`config.mk`:
```
export PLATFORM = sky130hd
export DESIGN_NAME = rr_arbiter_8_flat
export DESIGN_NICKNAME = d
export VERILOG_FILES = /design/src/rtl/rr_arbiter_8_if.sv /design/src/rtl/rr_arbiter_8.sv /design/src/flat_wrapper.sv
export SDC_FILE = /design/constraint.sdc
export NUM_CORES = 1
export LEC_CHECK = 0
export ABC_AREA = 1
export CAP_MARGIN = 5
export CORE_MARGIN = 1
export CORE_UTILIZATION = 56
export DETAILED_ROUTE_END_ITERATION = 10
export GPL_ROUTABILITY_DRIVEN = 0
export PLACE_DENSITY = 0.86
export SETUP_SLACK_MARGIN = 0.05
export SYNTH_ARGS = -nofsm -noshare
export SYNTH_HDL_FRONTEND = slang
export SYNTH_SLANG_ARGS = --single-unit
```
`constraint.sdc`:
```
create_clock -name clk -period 5.4 [get_ports clk]
set_input_delay 1.08 -clock clk [delete_from_list [all_inputs] [get_ports clk]]
set_output_delay 1.08 -clock clk [all_outputs]
set_load 0.005 [all_outputs]
```
`src/rtl/rr_arbiter_8_if.sv`:
```
// Request/grant bundle between 8 requesting agents and the round-robin arbiter.
// master: the requester side (drives req); slave: the arbiter (drives grants).
interface rr_arbiter_8_if;
  logic [7:0] req;
  logic [7:0] gnt;
  logic [2:0] gnt_idx;
  logic       gnt_valid;
  logic       preempt;

  modport master (output req, input gnt, input gnt_idx, input gnt_valid, input preempt);
  modport slave  (input req, output gnt, output gnt_idx, output gnt_valid, output preempt);
endinterface

```
`src/rtl/rr_arbiter_8.sv`:
```
// Round-robin arbiter for 8 requesters with a registered owner index decoded
// to a one-hot grant. The owner keeps the grant until it drops its request and
// the grant then moves directly to the next requester from ptr (no idle bubble).
// Optional feature macro: ARB_TIMEOUT_EN -- adds a hold counter that forces a
// handover after MAX_HOLD consecutive grant cycles when someone else is waiting,
// signalled by a one-cycle preempt pulse. Without it preempt is tied low.
module rr_arbiter_8 #(
  parameter int MAX_HOLD = 16,
  parameter int HOLD_W   = 8
) (
  input logic           clk,
  input logic           rst_n,
  rr_arbiter_8_if.slave bus
);

  // Reject configurations the hold counter cannot represent.
  if (MAX_HOLD < 2 || MAX_HOLD > 255 || MAX_HOLD > (2 ** HOLD_W) - 1) begin : g_bad_cfg
    $error("rr_arbiter_8: MAX_HOLD must be 2..255 and fit in HOLD_W bits");
  end

  typedef enum logic {IDLE, GRANT} state_t;

  state_t     state_reg, state_next;
  logic [2:0] owner_reg, owner_next;
  logic [2:0] ptr_reg, ptr_next;
  logic       preempt_reg, preempt_next;
  logic       new_grant;

  logic [2:0] win_idx;
  logic       win_found;
  logic [2:0] cand;
  logic       owner_req;
  logic       others_req;
  logic       timeout;
  logic [7:0] gnt_dec;

  assign owner_req  = bus.req[owner_reg];
  assign others_req = |(bus.req & ~(8'b1 << owner_reg));

`ifdef ARB_TIMEOUT_EN
  localparam logic [HOLD_W-1:0] HOLD_LAST = HOLD_W'(MAX_HOLD - 1);

  logic [HOLD_W-1:0] hold_cnt_reg, hold_cnt_next;

  // Hold counter: cleared on each new grant or when idle, counts while the
  // owner holds and saturates at MAX_HOLD-1 so a late competitor still preempts.
  always_comb begin
    hold_cnt_next = hold_cnt_reg;
    if (new_grant || state_next == IDLE) begin
      hold_cnt_next = '0;
    end else if (state_reg == GRANT && hold_cnt_reg != HOLD_LAST) begin
      hold_cnt_next = hold_cnt_reg + HOLD_W'(1);
    end
  end

  // Hold counter register.
  always_ff @(posedge clk) begin
    if (!rst_n) hold_cnt_reg <= '0;
    else        hold_cnt_reg <= hold_cnt_next;
  end

  assign timeout = (hold_cnt_reg == HOLD_LAST) && owner_req && others_req;
`else
  assign timeout = 1'b0;
`endif

  // Winner search: first asserted request scanning upward from ptr, wrapping 7->0.
  always_comb begin
    win_idx   = 3'd0;
    win_found = 1'b0;
    cand      = 3'd0;
    for (int i = 0; i < 8; i++) begin
      cand = ptr_reg + 3'(i);
      if (!win_found && bus.req[cand]) begin
        win_idx   = cand;
        win_found = 1'b1;
      end
    end
  end

  // Next-state logic: grant from idle, hold, hand over on release or timeout.
  always_comb begin
    state_next   = state_reg;
    owner_next   = owner_reg;
    ptr_next     = ptr_reg;
    preempt_next = 1'b0;
    new_grant    = 1'b0;
    case (state_reg)
      IDLE: begin
        if (win_found) begin
          state_next = GRANT;
          owner_next = win_idx;
          ptr_next   = win_idx + 3'd1;
          new_grant  = 1'b1;
        end
      end
      GRANT: begin
        if (owner_req && !timeout) begin
          state_next = GRANT;
        end else if (win_found) begin
          // ptr is already owner+1, so the current owner is only reached after
          // every other requester; on release its own req bit is low anyway.
          state_next   = GRANT;
          owner_next   = win_idx;
          ptr_next     = win_idx + 3'd1;
          new_grant    = 1'b1;
          preempt_next = timeout;
        end else begin
          state_next = IDLE;
          owner_next = 3'd0;
        end
      end
      default: begin
        state_next = IDLE;
        owner_next = 3'd0;
      end
    endcase
  end

  // State register: owner index, search pointer and preempt pulse.
  always_ff @(posedge clk) begin
    if (!rst_n) begin
      state_reg   <= IDLE;
      owner_reg   <= 3'd0;
      ptr_reg     <= 3'd0;
      preempt_reg <= 1'b0;
    end else begin
      state_reg   <= state_next;
      owner_reg   <= owner_next;
      ptr_reg     <= ptr_next;
      preempt_reg <= preempt_next;
    end
  end

  // One-hot decode of the registered owner, gated by the grant state.
  for (genvar gi = 0; gi < 8; gi++) begin : g_dec
    assign gnt_dec[gi] = (state_reg == GRANT) && (owner_reg == 3'(gi));
  end

  // Output logic: everything derives directly from registered state.
  always_comb begin
    bus.gnt       = gnt_dec;
    bus.gnt_idx   = owner_reg;
    bus.gnt_valid = (state_reg == GRANT);
    bus.preempt   = preempt_reg;
  end

endmodule
```
`src/flat_wrapper.sv`:
```
// flat-port wrapper written by rule: the top's interface ports become plain ports
module rr_arbiter_8_flat 
#(
  parameter int MAX_HOLD = 16,
  parameter int HOLD_W   = 8
)
  (clk, rst_n, bus_req, bus_gnt, bus_gnt_idx, bus_gnt_valid, bus_preempt);
  rr_arbiter_8_if bus_i ();
  input logic clk;
  input logic rst_n;
  input wire logic [$bits(bus_i.req)-1:0] bus_req;
  output wire logic [$bits(bus_i.gnt)-1:0] bus_gnt;
  output wire logic [$bits(bus_i.gnt_idx)-1:0] bus_gnt_idx;
  output wire logic [$bits(bus_i.gnt_valid)-1:0] bus_gnt_valid;
  output wire logic [$bits(bus_i.preempt)-1:0] bus_preempt;
  assign bus_i.req = bus_req;
  assign bus_gnt = bus_i.gnt;
  assign bus_gnt_idx = bus_i.gnt_idx;
  assign bus_gnt_valid = bus_i.gnt_valid;
  assign bus_preempt = bus_i.preempt;
  rr_arbiter_8 #(.MAX_HOLD(MAX_HOLD), .HOLD_W(HOLD_W)) u_core (.clk(clk), .rst_n(rst_n), .bus(bus_i));
endmodule
```
# Yosys cells after proc, flatten, opt, wreduce, memory -nomap -nowiden
# Index checks and enable logic that the tools add are counted.
# word_totals
reg_bits	7
in_bits	10
output_inout_bits	13
elab_cells	98
# op_classes
add_sub_neg	8
n_lt_le_gt_ge	9
n_eq_ne	9
mux	44
bitwise	1
reduce_logical	24
# op_table
operator	n
$mux 3	13
$lt 3x4->1 const B	9
$bmux 1 s3	9
$mux 1	19
$logic_and 1x1->1	15
$add 3x3->3 const B	4
$eq 3x3->1 const B	4
$pmux 3 s2	2
$logic_not 1->1	7
$add 3x1->3 const B	2
$add 3x2->3 const B	2
$eq 3x2->1 const B	2
$eq 3x1->1 const B	1
$logic_not 3->1	1
$ne 2x1->1 const B	1
$ne 2x2->1 const B	1
$pmux 1 s2	1
$reduce_and 2->1	1
$not 1->1	1

# Depth between registers and ports, before layout
# logic_depth
ltp_word	28
ltp_mapped	20
depth_no_buf	19

# Worst setup path before layout
# Ideal clock, no wire load.
# synth_path
path_type	input to register
start	in bus_req[2]
end	reg u_core.ptr_reg[1]
setup_ps	119
t_arrival_ps	2584
t_required_ps	5281
path_slack_ps	2697
cell_stages	15
path_buffers	0
cell_sequence	nand2_1 > nand3_1 > nand2_1 > nand2_1 > nand2_2 > nand3_2 > nor2_4 > nand2_4 > nor2_8 > nand3_1 > nand3_1 > and2_1 > ha_1 > o21ai_0 > a21oi_1
# synth_via
elab_chain_len	28
elab_cells_between_ends	53
classes_between	add/sub: 1; eq/ne: 1; mux: 37; reduce/logical: 14
# synth_rtl
element	line_no	source
from (decl)	flat_wrapper.sv:11	input wire logic [$bits(bus_i.req)-1:0] bus_req;
$bmux 1 s3	rr_arbiter_8.sv:74	if (!win_found && bus.req[cand]) begin
$mux 1 (implied by the code)	rr_arbiter_8.sv:74	
$mux 1	rr_arbiter_8.sv:74	
$logic_not 1->1	rr_arbiter_8.sv:74	
$logic_and 1x1->1	rr_arbiter_8.sv:74	
$mux 1	rr_arbiter_8.sv:74	
$logic_not 1->1	rr_arbiter_8.sv:74	
$logic_and 1x1->1	rr_arbiter_8.sv:74	
[... 12 more ...]	--	
$mux 1	rr_arbiter_8.sv:74	
$logic_not 1->1	rr_arbiter_8.sv:74	
$logic_and 1x1->1	rr_arbiter_8.sv:74	
$mux 3	rr_arbiter_8.sv:74	
$add 3x1->3	rr_arbiter_8.sv:93, rr_arbiter_8.sv:105	
$mux 3	rr_arbiter_8.sv:90, rr_arbiter_8.sv:100	
$mux 3	rr_arbiter_8.sv:98	if (owner_req && !timeout) begin
$pmux 3 s2	rr_arbiter_8.sv:88	case (state_reg)
to (signal assigned)	rr_arbiter_8.sv:130	ptr_reg <= ptr_next;
to (decl)	rr_arbiter_8.sv:25	logic [2:0] ptr_reg, ptr_next;
# Several ways; a longest one is shown, not always the timed one. The select of a mux whose other input is x is not followed.
# A chain may end at the register's enable or synchronous reset.

# Worst setup path after layout
# layout_path
start	reg u_core.ptr_reg[1]
end	reg u_core.ptr_reg[1]
# layout_via
elab_chain_len	28
elab_cells_between_ends	57
classes_between	add/sub: 8; mux: 35; reduce/logical: 14
# layout_rtl
element	line_no
parallel branches: the longest is 25 deep, another holds $add 3x1->3	--
$mux 3 *	rr_arbiter_8.sv:90, rr_arbiter_8.sv:100
$mux 3	rr_arbiter_8.sv:98
$pmux 3 s2 *	rr_arbiter_8.sv:88
# Every way passes the cells marked *. The select of a mux whose other input is x is not followed.

==> results.json <==
{
  "irDropWorstVdd_uv": 344.1,
  "worst_pin_slew_ns": 0.6483,
  "yosysUniqueCellTypes": 34,
  "drcViolationCount": 0,
  "antenna_found_initial": 0,
  "clk_pin_slew_ns": 0.06,
  "required_ns": 5.54,
  "p_sw_w": 0.0005586,
  "portBuffers": 21,
  "num_antenna_cells": 0,
  "fillers": 164,
  "netlist_instances": 194,
  "drt_iter0_markers": 61,
  "syn2layout_area_growth_pct": 19.89,
  "drt-wirelength-per-cell_um": 12.43,
  "cp_max_fo": 9,
  "synthesis.area_um2": 1151,
  "hp-class": "reg2reg",
  "comb_power_share": 0.821,
  "place_area_um2": 1354,
  "finalClockSkew_ns": 0.009102,
  "die_area_um2": 2241,
  "criticalPathCategory": "reg2reg",
  "clk_latency_ns": 0.26,
  "power.density_nw_per_um2": 667.2,
  "grt_use_total": 0.2805,
  "synth-edff-count": 0,
  "grt_pass1_wl_um": 4485,
  "layout_commonest_cell": "nand2_1",
  "power.leakage_nw": 0.6620,
  "cap_violations": 0,
  "grt_max_degree": 13,
  "wl_met2_um": 1506,
  "grt_overflow": 0,
  "cts_tree": "built",
  "drtAntennaViolNets": 0,
  "fp.dieW_um": 47.34,
  "synth_seq_cells": 7,
  "ioPinCount": 23,
  "endpoint_kind": "flop",
  "wl_met1_um": 1266,
  "internal-power_w": 0.0003621,
  "start_util": 0.5928,
  "drive_gt1_frac": 0.1349,
  "die_h_um": 47.34,
  "core_area_um2": 1942,
  "wl_um": 3007,
  "cp.arrival_ns": 3.44,
  "slew_headroom": 0.5672,
  "dp_hpwl_um": 2441,
  "synth_top_flop_cell": "dfxtp_1",
  "highest_layer": "met4",
  "cts_sinks": 7,
  "rows": 16,
  "start_kind": "flop",
  "clockRootBuffer": "clkbuf_4",
  "p_total_w": 0.0009208,
  "yosys_warnings": 0,
  "viasPerCell": 5.607,
  "async_reset_ff_frac": 0,
  "htree_levels": 1,
  "final_cell_mix": "nand2_1, nand3_1, clkdlybuf4s50_1, inv_1, nor2_1",
  "final-hold-violation-count": 0,
  "nets": 229,
  "finalSetupTns_ns": 0,
  "clkPwrFrac": 0.053,
  "syn_nets": 207,
  "grt_pass1_vias": 1114,
  "drtPass1Iterations": 5,
  "fin_crit_sh": 0.6111,
  "yosysSeqAreaShare": 0.1217,
  "dr_total_vias": 1357,
  "seqPwrFrac": 0.126,
  "finalSetupViolCount": 0,
  "post-cts-setup-buffer-count": 0,
  "rsz0062_at_grt": "no",
  "stdcell_area_um2": 1380,
  "status": "finished clean",
  "final_util": 0.7107,
  "wl_met3_um": 213,
  "fin_crit_ns": 3.300,
  "fmax_ghz": 0.3031,
  "cts_inserted_buffers": 3,
  "dp_slack_ns": 1.964,
  "swShare": 0.6067,
  "postCtsHoldBufs": 0,
  "clk_path_buf_depth": 2,
  "layout_setup_ws_ns": 2.100,
  "slew_viol_final": 0,
  "cts_resized": 0,
  "syn_avg_cell_area_um2": 5.934
}
metal layers:
| metal | vias to the layer above | GRT usage |
|---|---|---|
| li1 | 680 | - |
| met1 | 604 | 0.3409 |
| met2 | 69 | 0.4986 |
| met3 | 4 | 0.07692 |
| met4 | 0 | 0.04000 |
| met5 | - | 0 |
cell type report:
type / instances / area [µm²] / area share
multi-input cells: 156 / 867.1 / 0.6283
repair buffers: 21 / 210.2 / 0.1523
clock buffers: 4 / 26.28 / 0.01904
flip-flops and latches: 7 / 140.1 / 0.1015
well taps: 27 / 33.78 / 0.02448
inverters: 27 / 102.6 / 0.07434
path summary, 6_finish.rpt:
path | slack, ns | depth (start not counted) | from | endpoint
worst min-delay path | 0.52 | 2 | u_core.bus.gnt_idx[1]$_SDFFE_PN0P_ | u_core.bus.gnt_idx[1]$_SDFFE_PN0P_
worst min register to register | 0.52 | 2 | u_core.bus.gnt_idx[1]$_SDFFE_PN0P_ | u_core.bus.gnt_idx[1]$_SDFFE_PN0P_
worst max-delay path | 2.10 | 17 | u_core.ptr_reg[1]$_SDFFE_PN0P_ | u_core.ptr_reg[1]$_SDFFE_PN0P_
worst max register to register | 2.10 | 17 | u_core.ptr_reg[1]$_SDFFE_PN0P_ | u_core.ptr_reg[1]$_SDFFE_PN0P_
Yosys cell counts, types with 2 or more instances:
cell type	count	area (µm²)
nor2_1	18	67.56
nand2_2	4	25.02
ha_1	3	37.54
buf_6	3	33.78
nand3_1	38	190.2
o211ai_1	2	15.01
nand4_1	6	37.54
nand3_2	2	20.02
xor2_2	2	32.53
inv_1	20	75.07
inv_2	6	22.52
dfxtp_1	7	140.1
o21ai_0	2	10.01
o21ai_2	2	17.52
a31oi_1	2	12.51
nand2_1	52	195.2
a22oi_1	2	15.01
a21oi_1	7	35.03
per-stage QoR:
step           hold WS (ns)  cells
3_3_place_gp         0.4981    238
3_5_place_dp         0.5140    238
5_1_grt              0.5484    242
6_report             0.5233    242
2_1_floorplan        0.4829    194
4_1_cts              0.5221    242
critical path, cell delays in order (launching register included):
cell,delay (ns)
dfxtp_1,0.64
clkinv_2,0.27
ha_1,0.46
inv_2,0.17
nand3_1,0.11
nand2_1,0.11
nand2_1,0.07
nand2_2,0.10
nand3_2,0.10
nor2_4,0.15
nand2_4,0.09
nor2_1,0.15
nor2_1,0.07
nand3_1,0.12
and2_1,0.14
ha_1,0.22
o21ai_0,0.15
a21oi_1,0.06
cell families after synthesis:
family,count (synthesis),synth area share
compound gates,20,0.1130
xor+xnor,4,0.06631
fa+ha+maj,3,0.03261
buf+inv,31,0.1250
flops,7,0.1217
other cells,1,0.003258
simple gates,128,0.5380
power by group through the flow:
| stage | combinational (W) | sequential (W) | clock, W |
|---|---|---|---|
| 2_1_floorplan | 0.000616 | 0.0000850 | 0 |
| 3_3_place_gp | 0.000715 | 0.000116 | 0 |
| 3_5_place_dp | 0.000743 | 0.000116 | 0 |
| 4_1_cts | 0.000747 | 0.000115 | 0.0000501 |
| 5_1_grt | 0.000836 | 0.000118 | 0.0000537 |
| 6_report | 0.000756 | 0.000116 | 0.0000492 |
Power figures use the tool's default switching activity.
